--- src/rtl/gpio_pkg.sv ---
// gpio_pkg: shared constants and types for the GPIO port.
//   GPIO_DATA_W - default GPIO data width
//   GPIO_DEPTH  - default write-buffer depth (power of two, >= 2)
//   gpio_ptr_t  - write-buffer pointer type for the default depth
//   gpio_cnt_t  - write-buffer occupancy type for the default depth
//                 (one bit wider than a pointer so "full" is representable)
package gpio_pkg;

  localparam int GPIO_DATA_W = 32;
  localparam int GPIO_DEPTH  = 2;
  localparam int GPIO_PTR_W  = $clog2(GPIO_DEPTH);

  typedef logic [GPIO_PTR_W-1:0] gpio_ptr_t;
  typedef logic [GPIO_PTR_W:0]   gpio_cnt_t;

endpackage

--- src/rtl/sync2.sv ---
// sync2: two-flop synchronizer for a DATA_W-wide bus sampled from an
// asynchronous domain.
//   clk      - destination clock
//   rst_n    - asynchronous active-low reset, clears both flop stages
//   async_in - bus from the foreign domain
//   sync_out - bus retimed into the clk domain (2 clk latency)
module sync2 #(
  parameter int DATA_W = 32
) (
  input  logic              clk,
  input  logic              rst_n,
  input  logic [DATA_W-1:0] async_in,
  output logic [DATA_W-1:0] sync_out
);

  logic [DATA_W-1:0] sync_p0;
  logic [DATA_W-1:0] sync_p1;

  // stage 0: first capture, may go metastable
  always_ff @(posedge clk or negedge rst_n) begin
    if (!rst_n) sync_p0 <= '0;
    else        sync_p0 <= async_in;
  end

  // stage 1: settled value
  always_ff @(posedge clk or negedge rst_n) begin
    if (!rst_n) sync_p1 <= '0;
    else        sync_p1 <= sync_p0;
  end

  assign sync_out = sync_p1;

endmodule

--- src/rtl/gpio_port.sv ---
// gpio_port: CPU-side GPIO block.  Writes from EX go into a small FIFO that
// drains to the output pins under a valid/ack handshake; reads capture the
// synchronized input pins into rdata.
//   clk            - single clock, rising edge
//   rst            - asynchronous active-low reset
//   gpio_out_en    - EX-stage write request
//   gpio_in_en     - EX-stage read request (never stalled)
//   wdata          - word to write
//   rdata          - captured input value for writeback
//   stall          - write cannot be accepted this cycle (combinational)
//   gpio_out       - head word, or last drained word when empty
//   gpio_out_valid - gpio_out holds an unacknowledged word
//   gpio_out_ack   - external device consumed gpio_out this cycle
//   gpio_in        - asynchronous input pins
module gpio_port
  import gpio_pkg::*;
#(
  parameter int DATA_W = GPIO_DATA_W,
  parameter int DEPTH  = GPIO_DEPTH
) (
  input  logic              clk,
  input  logic              rst,
  input  logic              gpio_out_en,
  input  logic              gpio_in_en,
  input  logic [DATA_W-1:0] wdata,
  output logic [DATA_W-1:0] rdata,
  output logic              stall,
  output logic [DATA_W-1:0] gpio_out,
  output logic              gpio_out_valid,
  input  logic              gpio_out_ack,
  input  logic [DATA_W-1:0] gpio_in
);

  localparam int PTR_W = $clog2(DEPTH);
  localparam int CNT_W = PTR_W + 1;
  localparam logic [CNT_W-1:0] FULL_CNT = CNT_W'(DEPTH);

  logic [PTR_W-1:0]  wr_ptr;
  logic [PTR_W-1:0]  rd_ptr;
  logic [CNT_W-1:0]  count;
  logic [DATA_W-1:0] mem [DEPTH];
  logic [DATA_W-1:0] last_word;
  logic [DATA_W-1:0] gpio_in_sync;
  logic              full;
  logic              push;
  logic              pop;

  assign full           = (count == FULL_CNT);
  assign gpio_out_valid = (count != '0);
  assign pop            = gpio_out_valid & gpio_out_ack;
  // A pop in the same cycle frees the slot, so a full buffer still accepts.
  assign stall          = gpio_out_en & full & ~pop;
  assign push           = gpio_out_en & ~stall;

  // Empty buffer shows the last drained word; count is 0 in reset and
  // last_word is cleared, so the pins read 0 immediately on reset.
  assign gpio_out = gpio_out_valid ? mem[rd_ptr] : last_word;

  // write buffer: storage is data only, not reset
  always_ff @(posedge clk) begin
    if (push) mem[wr_ptr] <= wdata;
  end

  // write buffer: pointers wrap naturally since DEPTH is a power of two
  always_ff @(posedge clk or negedge rst) begin
    if (!rst) begin
      wr_ptr    <= '0;
      rd_ptr    <= '0;
      count     <= '0;
      last_word <= '0;
    end else begin
      if (push) wr_ptr <= wr_ptr + 1'b1;
      if (pop) begin
        rd_ptr    <= rd_ptr + 1'b1;
        last_word <= mem[rd_ptr];
      end
      case ({push, pop})
        2'b10:   count <= count + 1'b1;
        2'b01:   count <= count - 1'b1;
        default: count <= count;
      endcase
    end
  end

  sync2 #(
    .DATA_W (DATA_W)
  ) u_sync2 (
    .clk      (clk),
    .rst_n    (rst),
    .async_in (gpio_in),
    .sync_out (gpio_in_sync)
  );

  // read capture: one clock after the request
  always_ff @(posedge clk or negedge rst) begin
    if (!rst)            rdata <= '0;
    else if (gpio_in_en) rdata <= gpio_in_sync;
  end

endmodule

--- config.mk ---
export PLATFORM = sky130hd
export DESIGN_NAME = gpio_port
export DESIGN_NICKNAME = d
export VERILOG_FILES = /design/src/rtl/gpio_pkg.sv /design/src/rtl/sync2.sv /design/src/rtl/gpio_port.sv
export SDC_FILE = /design/constraint.sdc
export NUM_CORES = 1
export LEC_CHECK = 0
export ABC_CLOCK_PERIOD_IN_PS = 3070
export CORE_MARGIN = 4
export CORE_UTILIZATION = 53
export CTS_BUF_LIST = sky130_fd_sc_hd__clkbuf_8
export CTS_CLUSTER_DIAMETER = 200
export DETAILED_ROUTE_END_ITERATION = 8
export GPL_TIMING_DRIVEN = 0
export PLACE_DENSITY = 0.82
export SETUP_SLACK_MARGIN = 0.1
export SLEW_MARGIN = 10
export SYNTH_ARGS = -nofsm -noshare
export SYNTH_HDL_FRONTEND = slang
export SYNTH_SLANG_ARGS = --single-unit
--- constraint.sdc ---
create_clock -name clk -period 3.07 [get_ports clk]
set_input_delay 0.614 -clock clk [delete_from_list [all_inputs] [get_ports clk]]
set_output_delay 0.614 -clock clk [all_outputs]
set_load 0.1 [all_outputs]
==> impl_metrics.csv, run 1 <==
group,metric,value,unit
floorplanning,die_area,14900,µm²
synthesis,syn_inst,430,
synthesis,synth.most_common_cell,"dfrtp_1",
worst_setup_path,critPathArrivalTime,2.26,ns
power_and_ir_drop,power,8.90,mW
power_and_ir_drop,power.leakage,3.65,nW
worst_setup_path,start_kind,"input pin",
worst_setup_path,worstSetupPathType,"in -> out",
sta,worst_clock_skew,0.00846,ns
floorplanning,design.core.area,12700,µm²
synthesis,async_reset_ff_share,67.3,%
placement,dp_hpwl,9180,µm
power_and_ir_drop,switching_share,45.3,%
floorplanning,die_h,122,µm
sta,slew_headroom,30.9,%
clocking,cts_tree,"yes",
grt,grt.busiest_layer,"met2",
floorplanning,start_util,54.3,%
synthesis,synthAdderAreaFrac,0,%
run,maxCapViolCount,0,
floorplanning,rows,41,
power_and_ir_drop,p_clk_share,17.3,%
grt,grt_pass1_vias,4112,
synthesis,netlist_area,6880,µm²
worst_setup_path,regToRegStartpoint,"count[1]$_DFFE_PN0P_",
floorplanning,io_pins,135,
power_and_ir_drop,p_per_area,998,nW/µm²
finish,syn_to_final_growth,29.6,%
synthesis,ys_seq_area_share,75.9,%
synthesis,synth_commonest_cells,"dfrtp_1, edfxtp_1, nand2_1",
grt,grt_max_degree,96,
power_and_ir_drop,ir_drop,0.000959,V
synthesis,synth_top_family_by_area,"multiplexers",
grt,grt_util_met1,21.7,%
worst_setup_path,cpPeakStageDelay,0.87,ns
finish,finalNonFillerCells,770,
worst_setup_path,crit_required,2.46,ns
clocking,post-cts-setup-buffers,0,
synthesis,synth.area.mux_share,10.0,%
route,drt_wl_total,12800,µm
synthesis,synthSimpleGateAreaFrac,4.80,%
clocking,cts.path.max_buffers,2,
status,status,"complete, no violations",
synthesis,yosysWarnings,0,
sta,worstMarginPinSlew,1.03,ns
grt,antenna_found_initial,0,
synthesis,synth_largest_area_cell,"dfrtp_1",
placement,dp.cells,738,
worst_setup_path,cp-end-kind,"output port",
synthesis,synth_compound_area_share,6.54,%
floorplanning,dieWidth,122,µm
grt,grt_pass1_wl,20500,µm
power_and_ir_drop,internal-power,4.86,mW
grt,grt_overflow,0,
sta,period_share,93.6,%
min_path,hold_class,"in -> async",
route,wire_per_inst,16.7,µm
synthesis,synth_seq_cells,196,
worst_setup_path,cp_max_fo,6,
clocking,cts-htree-levels,4,
synthesis,ys.flop_type,"dfrtp_1",
sta,rsz0062_at_grt,"no",
synthesis,synth_nets,499,
route,vias_per_cell,5.04,
sta,setup-violations-final,0,
sta,period_minus_slack,2.87,ns
route,via_count,3880,
synthesis,ys_types,25,
power_and_ir_drop,seq_power_share,38.3,%
clocking,cts_hold_buf,0,
grt,met3_usage,6.31,%
synthesis,synthXorXnorAreaFrac,0.254,%
power_and_ir_drop,pwr-share-comb,44.4,%
sta,fmax,0.348,GHz
clocking,numClockSinks,196,
finish,final_nets,654,
worst_setup_path,slowest_stage,"dlygate4sd2_1",
power_and_ir_drop,p_switching,4.04,mW
clocking,clk_latency,0.45,ns
sta,hold_viol_final,0,
clocking,clk_pin_slew,0.10,ns
route,antenna_left,0,
finish,n_antenna_cell,0,
synthesis,synth.avg_cell_area,16.0,µm²
grt,globalRouteTotalUtil,18.4,%
synthesis,synth_edf_count,64,
synthesis,synth_top_area_share,48.0,%
clocking,cts-buffers-inserted,17,
route,post-route-drc-count,0,
placement,place.gp.congestion,0.748,
route,dr.pass1.iters,4,
finish,drive_gt1_share,26.8,%
sta,slew_viol_final,0,
grt,met2_usage,30.8,%
placement,io_buffers,133,
route,drt_iter0_markers,301,
synthesis,synth_area_leaders,"dfrtp_1, edfxtp_1, mux2_2",
worst_setup_path,setup.worst_path.start,"gpio_out_en",
clocking,cts_root_buffer,"clkbuf_8",
worst_setup_path,crit_chain,"clkdlybuf4s50_1 -> nor3b_2 -> dlygate4sd2_1",
-- what timing repair did --
item                       CTS  global route
setup endpoints to repair   34            11
cloned                       0             0
resized for setup          100            13
hold endpoints to repair     0             0
-- path summary, 6_finish.rpt --
path / to / slack [ns] / cells past startpoint
setup / recovery: stall / 0.20 / 3
hold / removal: rdata[14]$_DFFE_PN0P_ / 0.04 / 1
setup reg to reg: mem[0][3]$_DFFE_PP_ / 1.27 / 4
hold reg to reg: u_sync2.sync_out[7]$_DFF_PN0_ / 0.35 / 0
max in group asynchronous: last_word[20]$_DFFE_PN0N_ / 2.26 / 2
min in group clk: u_sync2.sync_out[7]$_DFF_PN0_ / 0.35 / 0
-- per-stage QoR --
stage               worst slack, ns  cell area, µm²  hold WS (ns)  utilization [%]  TNS [ns]
floorplan                     0.157            6890         0.318                -         0
global placement              -3.47            8430         0.332             66.6   -508.12
detailed placement          -0.0772            8530         0.336             67.3   -0.0772
CTS                           0.154            8940        0.0128             70.6         0
global route                  0.101            8920        0.0248             70.4         0
finish                        0.195            8920        0.0443             70.4         0
-- critical path: cells and delay by family --
kind	cells	cell delay, ns
buf+inv	2	1.45
simple gates	1	0.19
-- power groups by stage --
stage	combinational, mW	sequential (mW)	clock [mW]
finish	3.95	3.41	1.54
global route	4.14	3.46	1.68
CTS	4.00	3.41	1.59
detailed placement	4.05	3.46	0
global placement	3.93	3.44	0
floorplan	2.77	3.73	0
-- flip-flops by register name (all words and copies together), names as in the netlist --
signal,count
mem,64
last_word,32
rdata,32
u_sync2.sync_out,32
u_sync2.sync_p0,32
count,2
rd_ptr,1
wr_ptr,1
-- kinds of logic after synthesis --
group,after synthesis
AO/OA/AOI/OAI,68
XOR/XNOR,2
buffers and inverters,23
flip-flops,196
multiplexers,65
AND/OR/NAND/NOR,76
-- layout make-up --
| type | count | area, µm² |
|---|---|---|
| Sequential cell | 196 | 5230 |
| Fill cell | 851 | 3750 |
| Multi-Input combinational cell | 211 | 1510 |
| Timing Repair Buffer | 136 | 1430 |
| Clock buffer | 18 | 248 |
| Tap cell | 172 | 215 |
| Buffer | 22 | 165 |
| Clock inverter | 14 | 124 |
| Inverter | 1 | 3.75 |
-- metal layers --
metal | part of all wire, % | vias to the layer above
li1 | - | 1802
met1 | 41 | 1937
met2 | 51 | 126
met3 | 7.2 | 15
met4 | 1.7 | 0
met5 | 0 | -
-- cell usage in the layout, fill, tap and decap left out, drive strengths merged --
master           n
a21oi           33
a31oi            1
and3b            1
buf             26
bufinv           1
clkbuf          20
clkdlybuf4s15   22
clkdlybuf4s18    9
clkdlybuf4s50   98
clkinv           4
clkinvlp         2
dfrtp          132
dlygate4sd2      1
edfxtp          64
inv              8
mux2            32
mux2i           33
nand2           34
nand2b           2
nor2            35
nor2b            1
nor3             1
nor3b            1
o21ai           34
or2              1
xnor2            2
No activity file was read; power rests on OpenSTA's default activity.
==> run 2, diff against run 1 <==
--- a/config.mk
+++ b/config.mk
@@ -6,12 +6,13 @@
 export NUM_CORES = 1
 export LEC_CHECK = 0
 export ABC_CLOCK_PERIOD_IN_PS = 3070
-export CORE_MARGIN = 4
+export CORE_MARGIN = 3
 export CORE_UTILIZATION = 53
 export CTS_BUF_LIST = sky130_fd_sc_hd__clkbuf_8
 export CTS_CLUSTER_DIAMETER = 200
 export DETAILED_ROUTE_END_ITERATION = 8
 export GPL_TIMING_DRIVEN = 0
+export HOLD_SLACK_MARGIN = 0.15
 export PLACE_DENSITY = 0.82
 export SETUP_SLACK_MARGIN = 0.1
 export SLEW_MARGIN = 10
==> run 2 against run 1 <==
  * Global-route usage is 0.97 points higher
  * Maximum frequency up 0.34%
  * Total power grew 1.4%
  * Largest power group unchanged
  * Clock power up 9%
  * Sequential share of layout area down 0.19 points
  * Critical endpoint is now gpio_out[1]
  * Final area rose by 0.32%
  * Largest cell class unchanged
  * Routed wire length grew 1.2%
  * Sequential power about the same
  * Combinational power about the same
  * Die area is 3.3% lower
  * Clock skew increased by 0.0016 ns
  * Critical path type is now reg -> out
  * Worst hold slack better by 0.31 ns
==> impl_metrics.csv, run 2 (synthesized netlist as in run 1, its figures left out) <==
group,metric,value,unit
sta,hold_viol_final,0,
power_and_ir_drop,p_per_area,1010,nW/µm²
finish,multi_input_area,1510,µm²
min_path,hold_path_depth,0,
clocking,post-cts-setup-buffers,0,
run,maxCapViolCount,0,
finish,top_register,"mem",
finish,syn_to_final_growth,30.0,%
sta,slew_headroom,32.1,%
grt,antenna_found_initial,0,
placement,io_buffers,133,
sta,worstMarginPinSlew,1.01,ns
sta,rsz0062_at_grt,"no",
route,post-route-drc-count,0,
worst_setup_path,ff2ff_setup_slack,1.45,ns
finish,final_common_cell,"dfrtp_1",
finish,final-seq-area,5230,µm²
power_and_ir_drop,p_clk_share,18.6,%
route,antenna_left,0,
clocking,numClockSinks,196,
finish,fillers,887,
clocking,cts-htree-levels,4,
sta,slew_viol_final,0,
grt,globalRouteTotalUtil,19.3,%
grt,grt_pass1_vias,4219,
finish,drive_gt1_share,26.9,%
grt,grt_max_degree,89,
power_and_ir_drop,p_switching,4.08,mW
route,wire_per_inst,16.9,µm
route,via_count,3903,
placement,dp_hpwl,9140,µm
sta,setup-violations-final,0,
route,drt_wl_total,13000,µm
min_path,min_to,"u_sync2.sync_out[6]$_DFF_PN0_",
sta,postLayoutSetupSlackWorst,0.205,ns
route,dr.pass1.iters,4,
clocking,cts_tree,"yes",
clocking,cts_root_buffer,"clkbuf_8",
finish,final_nets,655,
power_and_ir_drop,pwr-share-comb,43.7,%
power_and_ir_drop,ir_drop,0.000970,V
worst_setup_path,cp_max_fo,10,
worst_setup_path,cp_top_family,"buffers and inverters",
placement,place_ws,-0.0665,ns
floorplanning,die_h,120,µm
route,vias_per_cell,5.06,
floorplanning,die_area,14400,µm²
sta,whs,0.351,ns
worst_setup_path,cp-end-kind,"output port",
grt,grt_pass1_wl,21000,µm
clocking,clk_latency,0.46,ns
finish,layout_common_cells,"dfrtp_1, clkdlybuf4s50_1, edfxtp_1, nand2_1, mux2i_1",
worst_setup_path,crit_chain,"or2_1 -> buf_2 -> a21oi_1 -> clkdlybuf4s15_2",
worst_setup_path,crit_required,2.46,ns
floorplanning,dieWidth,120,µm
power_and_ir_drop,seq_power_share,37.7,%
floorplanning,io_pins,135,
sta,worst_clock_skew,0.0101,ns
power_and_ir_drop,internal-power,4.95,mW
min_path,hp-start,"u_sync2.sync_p0[6]$_DFF_PN0_",
sta,fmax,0.349,GHz
floorplanning,start_util,54.3,%
sta,period_minus_slack,2.86,ns
worst_setup_path,slowest_stage,"clkdlybuf4s15_2",
worst_setup_path,critPathArrivalTime,2.25,ns
power_and_ir_drop,switching_share,45.2,%
grt,grt_overflow,0,
worst_setup_path,worstSetupPathType,"reg -> out",
floorplanning,design.core.area,12700,µm²
clocking,cts-buffers-inserted,17,
worst_setup_path,cpPeakStageDelay,0.60,ns
min_path,hold_class,"reg -> reg",
status,status,"complete, no violations",
worst_setup_path,ff2ff_path_depth,4,
clocking,cts.path.max_buffers,2,
worst_setup_path,r2r_end,"mem[1][14]$_DFFE_PP_",
floorplanning,rows,41,
worst_setup_path,start_kind,"register",
finish,largest_register_ffs,64,
worst_setup_path,crit_buf_inv,2,
placement,place.gp.congestion,0.729,
worst_setup_path,regToRegStartpoint,"count[0]$_DFFE_PN0P_",
sta,period_share,93.3,%
clocking,clk_pin_slew,0.10,ns
route,drt_iter0_markers,226,
power_and_ir_drop,power.leakage,3.66,nW
finish,n_antenna_cell,0,
run 2: worst max path at each step:
stage,start,to,slack [ns],depth (start not counted)
floorplan,count[0]$_DFFE_PN0P_,gpio_out[0],0.16,3
global placement,rst,last_word[26]$_DFFE_PN0N_,-3.42,1
detailed placement,gpio_out_ack,stall,-0.07,3
CTS,count[1]$_DFFE_PN0P_,gpio_out[15],0.11,5
global route,count[1]$_DFFE_PN0P_,gpio_out[18],0.10,6
finish,count[1]$_DFFE_PN0P_,gpio_out[1],0.21,4
run 2: through the flow:
| stage | utilization, % | setup TNS (ns) | total power [mW] | instance area, µm² | std cells |
|---|---|---|---|---|---|
| 2_1_floorplan | - | 0 | 6.49 | 6890 | 430 |
| 3_3_place_gp | 66.6 | -508.85 | 7.38 | 8430 | 735 |
| 3_5_place_dp | 67.2 | -0.0665 | 7.50 | 8520 | 738 |
| 4_1_cts | 70.9 | 0 | 9.12 | 8980 | 771 |
| 5_1_grt | 70.6 | 0 | 9.43 | 8950 | 771 |
| 6_report | 70.6 | 0 | 9.02 | 8950 | 771 |
run 2: final cells by class:
cell class              count  share of cell area, %
multi-input cells         211                   16.9
clock buffers              18                   2.77
plain buffers              22                   1.85
inverters                   1                 0.0419
flip-flops and latches    196                   58.4
repair buffers            137                   15.9
well taps                 172                   2.40
clock inverters            14                   1.83
run 2: what timing repair did:
action,CTS,global route
endpoints found under the hold margin,44,0
setup endpoints to repair,34,12
hold buffers,1,0
gates resized for setup,100,15
run 2: routing by layer:
metal	track usage, %	wire (µm)	vias to the layer above
li1	-	-	1803
met1	23.4	5290	1941
met2	32.6	6690	138
met3	5.37	768	21
met4	8.52	250	0
met5	0	0	-
run 2: power groups by stage:
stage / registers, mW / logic (mW) / clock network [mW]
after global routing: 3.46 / 4.13 / 1.84
after CTS: 3.41 / 3.99 / 1.72
after detailed placement: 3.46 / 4.04 / 0
after floorplan: 3.73 / 2.77 / 0
after global placement: 3.44 / 3.93 / 0
final: 3.41 / 3.94 / 1.68
==> run 3, diff against run 2 <==
--- a/config.mk
+++ b/config.mk
@@ -6,6 +6,7 @@
 export NUM_CORES = 1
 export LEC_CHECK = 0
 export ABC_CLOCK_PERIOD_IN_PS = 3070
+export CAP_MARGIN = 0
 export CORE_MARGIN = 3
 export CORE_UTILIZATION = 53
 export CTS_BUF_LIST = sky130_fd_sc_hd__clkbuf_8
@@ -13,7 +14,7 @@
 export DETAILED_ROUTE_END_ITERATION = 8
 export GPL_TIMING_DRIVEN = 0
 export HOLD_SLACK_MARGIN = 0.15
-export PLACE_DENSITY = 0.82
+export PLACE_DENSITY_LB_ADDON = 0.15
 export SETUP_SLACK_MARGIN = 0.1
 export SLEW_MARGIN = 10
 export SYNTH_ARGS = -nofsm -noshare
==> run 3 against run 2 <==
  * Clock-buffer cell count rose by 2
  * Register-to-register slack got worse by 0.17 ns
  * Sequential cell count did not move
  * Global-route usage fell by 0.73 points
  * Clock skew rose by 0.0032 ns
  * Setup slack got worse by 0.0053 ns
  * Final cell count did not move
  * Final area rose by 0.29%
  * Clock power fell by 2%
  * Total power fell by 0.42%
  * Critical path depth fell by 1
  * Critical path type is now in -> out
  * Largest power group unchanged
==> impl_metrics.csv, run 3 (synthesized netlist as in run 1, its figures left out) <==
group,metric,value,unit
placement,place.gp.congestion,0.707,
sta,fin_setup_tns,0,ns
sta,postLayoutSetupSlackWorst,0.200,ns
grt,grt_util_met1,22.8,%
finish,drive_gt1_share,26.5,%
worst_setup_path,critPathArrivalTime,2.26,ns
route,via_count,3822,
finish,final_common_cell,"dfrtp_1",
placement,place_ws,-0.0944,ns
worst_setup_path,ff2ff_setup_slack,1.28,ns
sta,slew_viol_final,0,
grt,grt_pass1_vias,4054,
grt,met2_usage,31.3,%
grt,grt.busiest_layer,"met2",
clocking,cts.path.max_buffers,2,
placement,dp.cells,738,
grt,globalRouteTotalUtil,18.6,%
route,drt_wl_total,12500,µm
min_path,hp-start,"u_sync2.sync_p0[1]$_DFF_PN0_",
placement,placed_area,8530,µm²
sta,slew_headroom,32.9,%
floorplanning,die_h,120,µm
floorplanning,start_util,54.3,%
finish,finish.utilization,70.8,%
floorplanning,design.core.area,12700,µm²
clocking,cts-buffers-inserted,17,
sta,rsz0062_at_grt,"no",
worst_setup_path,worstSetupPathType,"in -> out",
worst_setup_path,regToRegStartpoint,"count[0]$_DFFE_PN0P_",
worst_setup_path,ff2ff_path_depth,4,
clocking,cts_root_buffer,"clkbuf_8",
power_and_ir_drop,power,8.99,mW
worst_setup_path,cp-endpoint,"stall",
min_path,hold_class,"reg -> reg",
worst_setup_path,setup.worst_path.start,"gpio_out_en",
run,maxCapViolCount,0,
sta,whs,0.351,ns
placement,dp_hpwl,8730,µm
sta,worst_clock_skew,0.0132,ns
route,drt_iter0_markers,231,
floorplanning,die_area,14400,µm²
clocking,cts_tree,"yes",
grt,grt_overflow,0,
status,status,"complete, no violations",
power_and_ir_drop,ir_drop,0.000913,V
sta,period_minus_slack,2.87,ns
finish,n_antenna_cell,0,
route,wire_per_inst,16.2,µm
worst_setup_path,cp_max_fo,6,
route,dr.pass1.iters,4,
clocking,clk_latency,0.45,ns
route,vias_per_cell,4.96,
power_and_ir_drop,p_per_area,1000,nW/µm²
sta,setup-violations-final,0,
sta,period_share,93.5,%
grt,grt_max_degree,83,
power_and_ir_drop,power.leakage,3.67,nW
floorplanning,rows,41,
finish,final_nets,655,
floorplanning,dieWidth,120,µm
clocking,cts-htree-levels,4,
clocking,numClockSinks,196,
finish,layout_common_cells,"dfrtp_1, clkdlybuf4s50_1, edfxtp_1, nand2_1, mux2i_1",
sta,worstMarginPinSlew,1.00,ns
clocking,clk_pin_slew,0.09,ns
grt,antenna_found_initial,0,
grt,met3_usage,5.14,%
worst_setup_path,cp-end-kind,"output port",
floorplanning,io_pins,135,
route,antenna_left,0,
finish,syn_to_final_growth,30.4,%
finish,top_register,"mem",
finish,finalNonFillerCells,771,
worst_setup_path,crit_required,2.46,ns
sta,hold_viol_final,0,
finish,largest_register_ffs,64,
placement,io_buffers,133,
finish,fin_area,8980,µm²
route,post-route-drc-count,0,
grt,grt_pass1_wl,20200,µm
worst_setup_path,r2r_end,"mem[0][26]$_DFFE_PP_",
sta,fmax,0.348,GHz
worst_setup_path,start_kind,"input pin",
==> run 3: cell count changes in the layout (fill, tap and decap cells not counted), sizes merged <==
| cell | delta |
|---|---|
| clkdlybuf4s15 | +9 |
| buf | -3 |
| clkinv | -1 |
| clkdlybuf4s18 | -7 |
| clkbuf | +3 |
| inv | -1 |
==> run 3: worst min path at each step <==
stage / cells past startpoint / slack [ns] / endpoint
finish: 0 / 0.35 / u_sync2.sync_out[1]$_DFF_PN0_
global route: 0 / 0.36 / u_sync2.sync_out[0]$_DFF_PN0_
CTS: 0 / 0.35 / u_sync2.sync_out[1]$_DFF_PN0_
detailed placement: 0 / 0.34 / u_sync2.sync_out[16]$_DFF_PN0_
global placement: 0 / 0.33 / u_sync2.sync_out[31]$_DFF_PN0_
floorplan: 0 / 0.32 / count[0]$_DFFE_PN0P_
==> run 3: report_power, final <==
group	switching [mW]	internal [mW]
combinational	2.95	1.00
clock	0.849	0.789
sequential	0.203	3.20
total	4.00	4.99
==> run 3: repair_timing <==
item	CTS	global route
resized for setup	99	3
endpoints found under the setup margin	34	3
endpoints found under the hold margin	50	0
hold buffers	1	0
buffers inserted	0	0
==> run 3: critical path, cell delays in order <==
cell	delay [ns]
clkdlybuf4s50_1	0.55
nor3b_2	0.18
dlygate4sd2_1	0.90
==> run 3: layout make-up <==
| class | count | area, µm² |
|---|---|---|
| inverter | 1 | 3.75 |
| clock buffer | 20 | 275 |
| buffer | 22 | 165 |
| sequential | 196 | 5230 |
| clock inverter | 12 | 126 |
| fill | 902 | 3690 |
| multi-input combinational | 211 | 1510 |
| tap | 172 | 215 |
| timing repair buffer | 137 | 1460 |
==> run 3: per-layer routing <==
metal,vias to the layer above,routed length (µm)
met4,0,149
met5,-,0
met2,113,6490
met3,11,682
li1,1801,-
met1,1897,5150
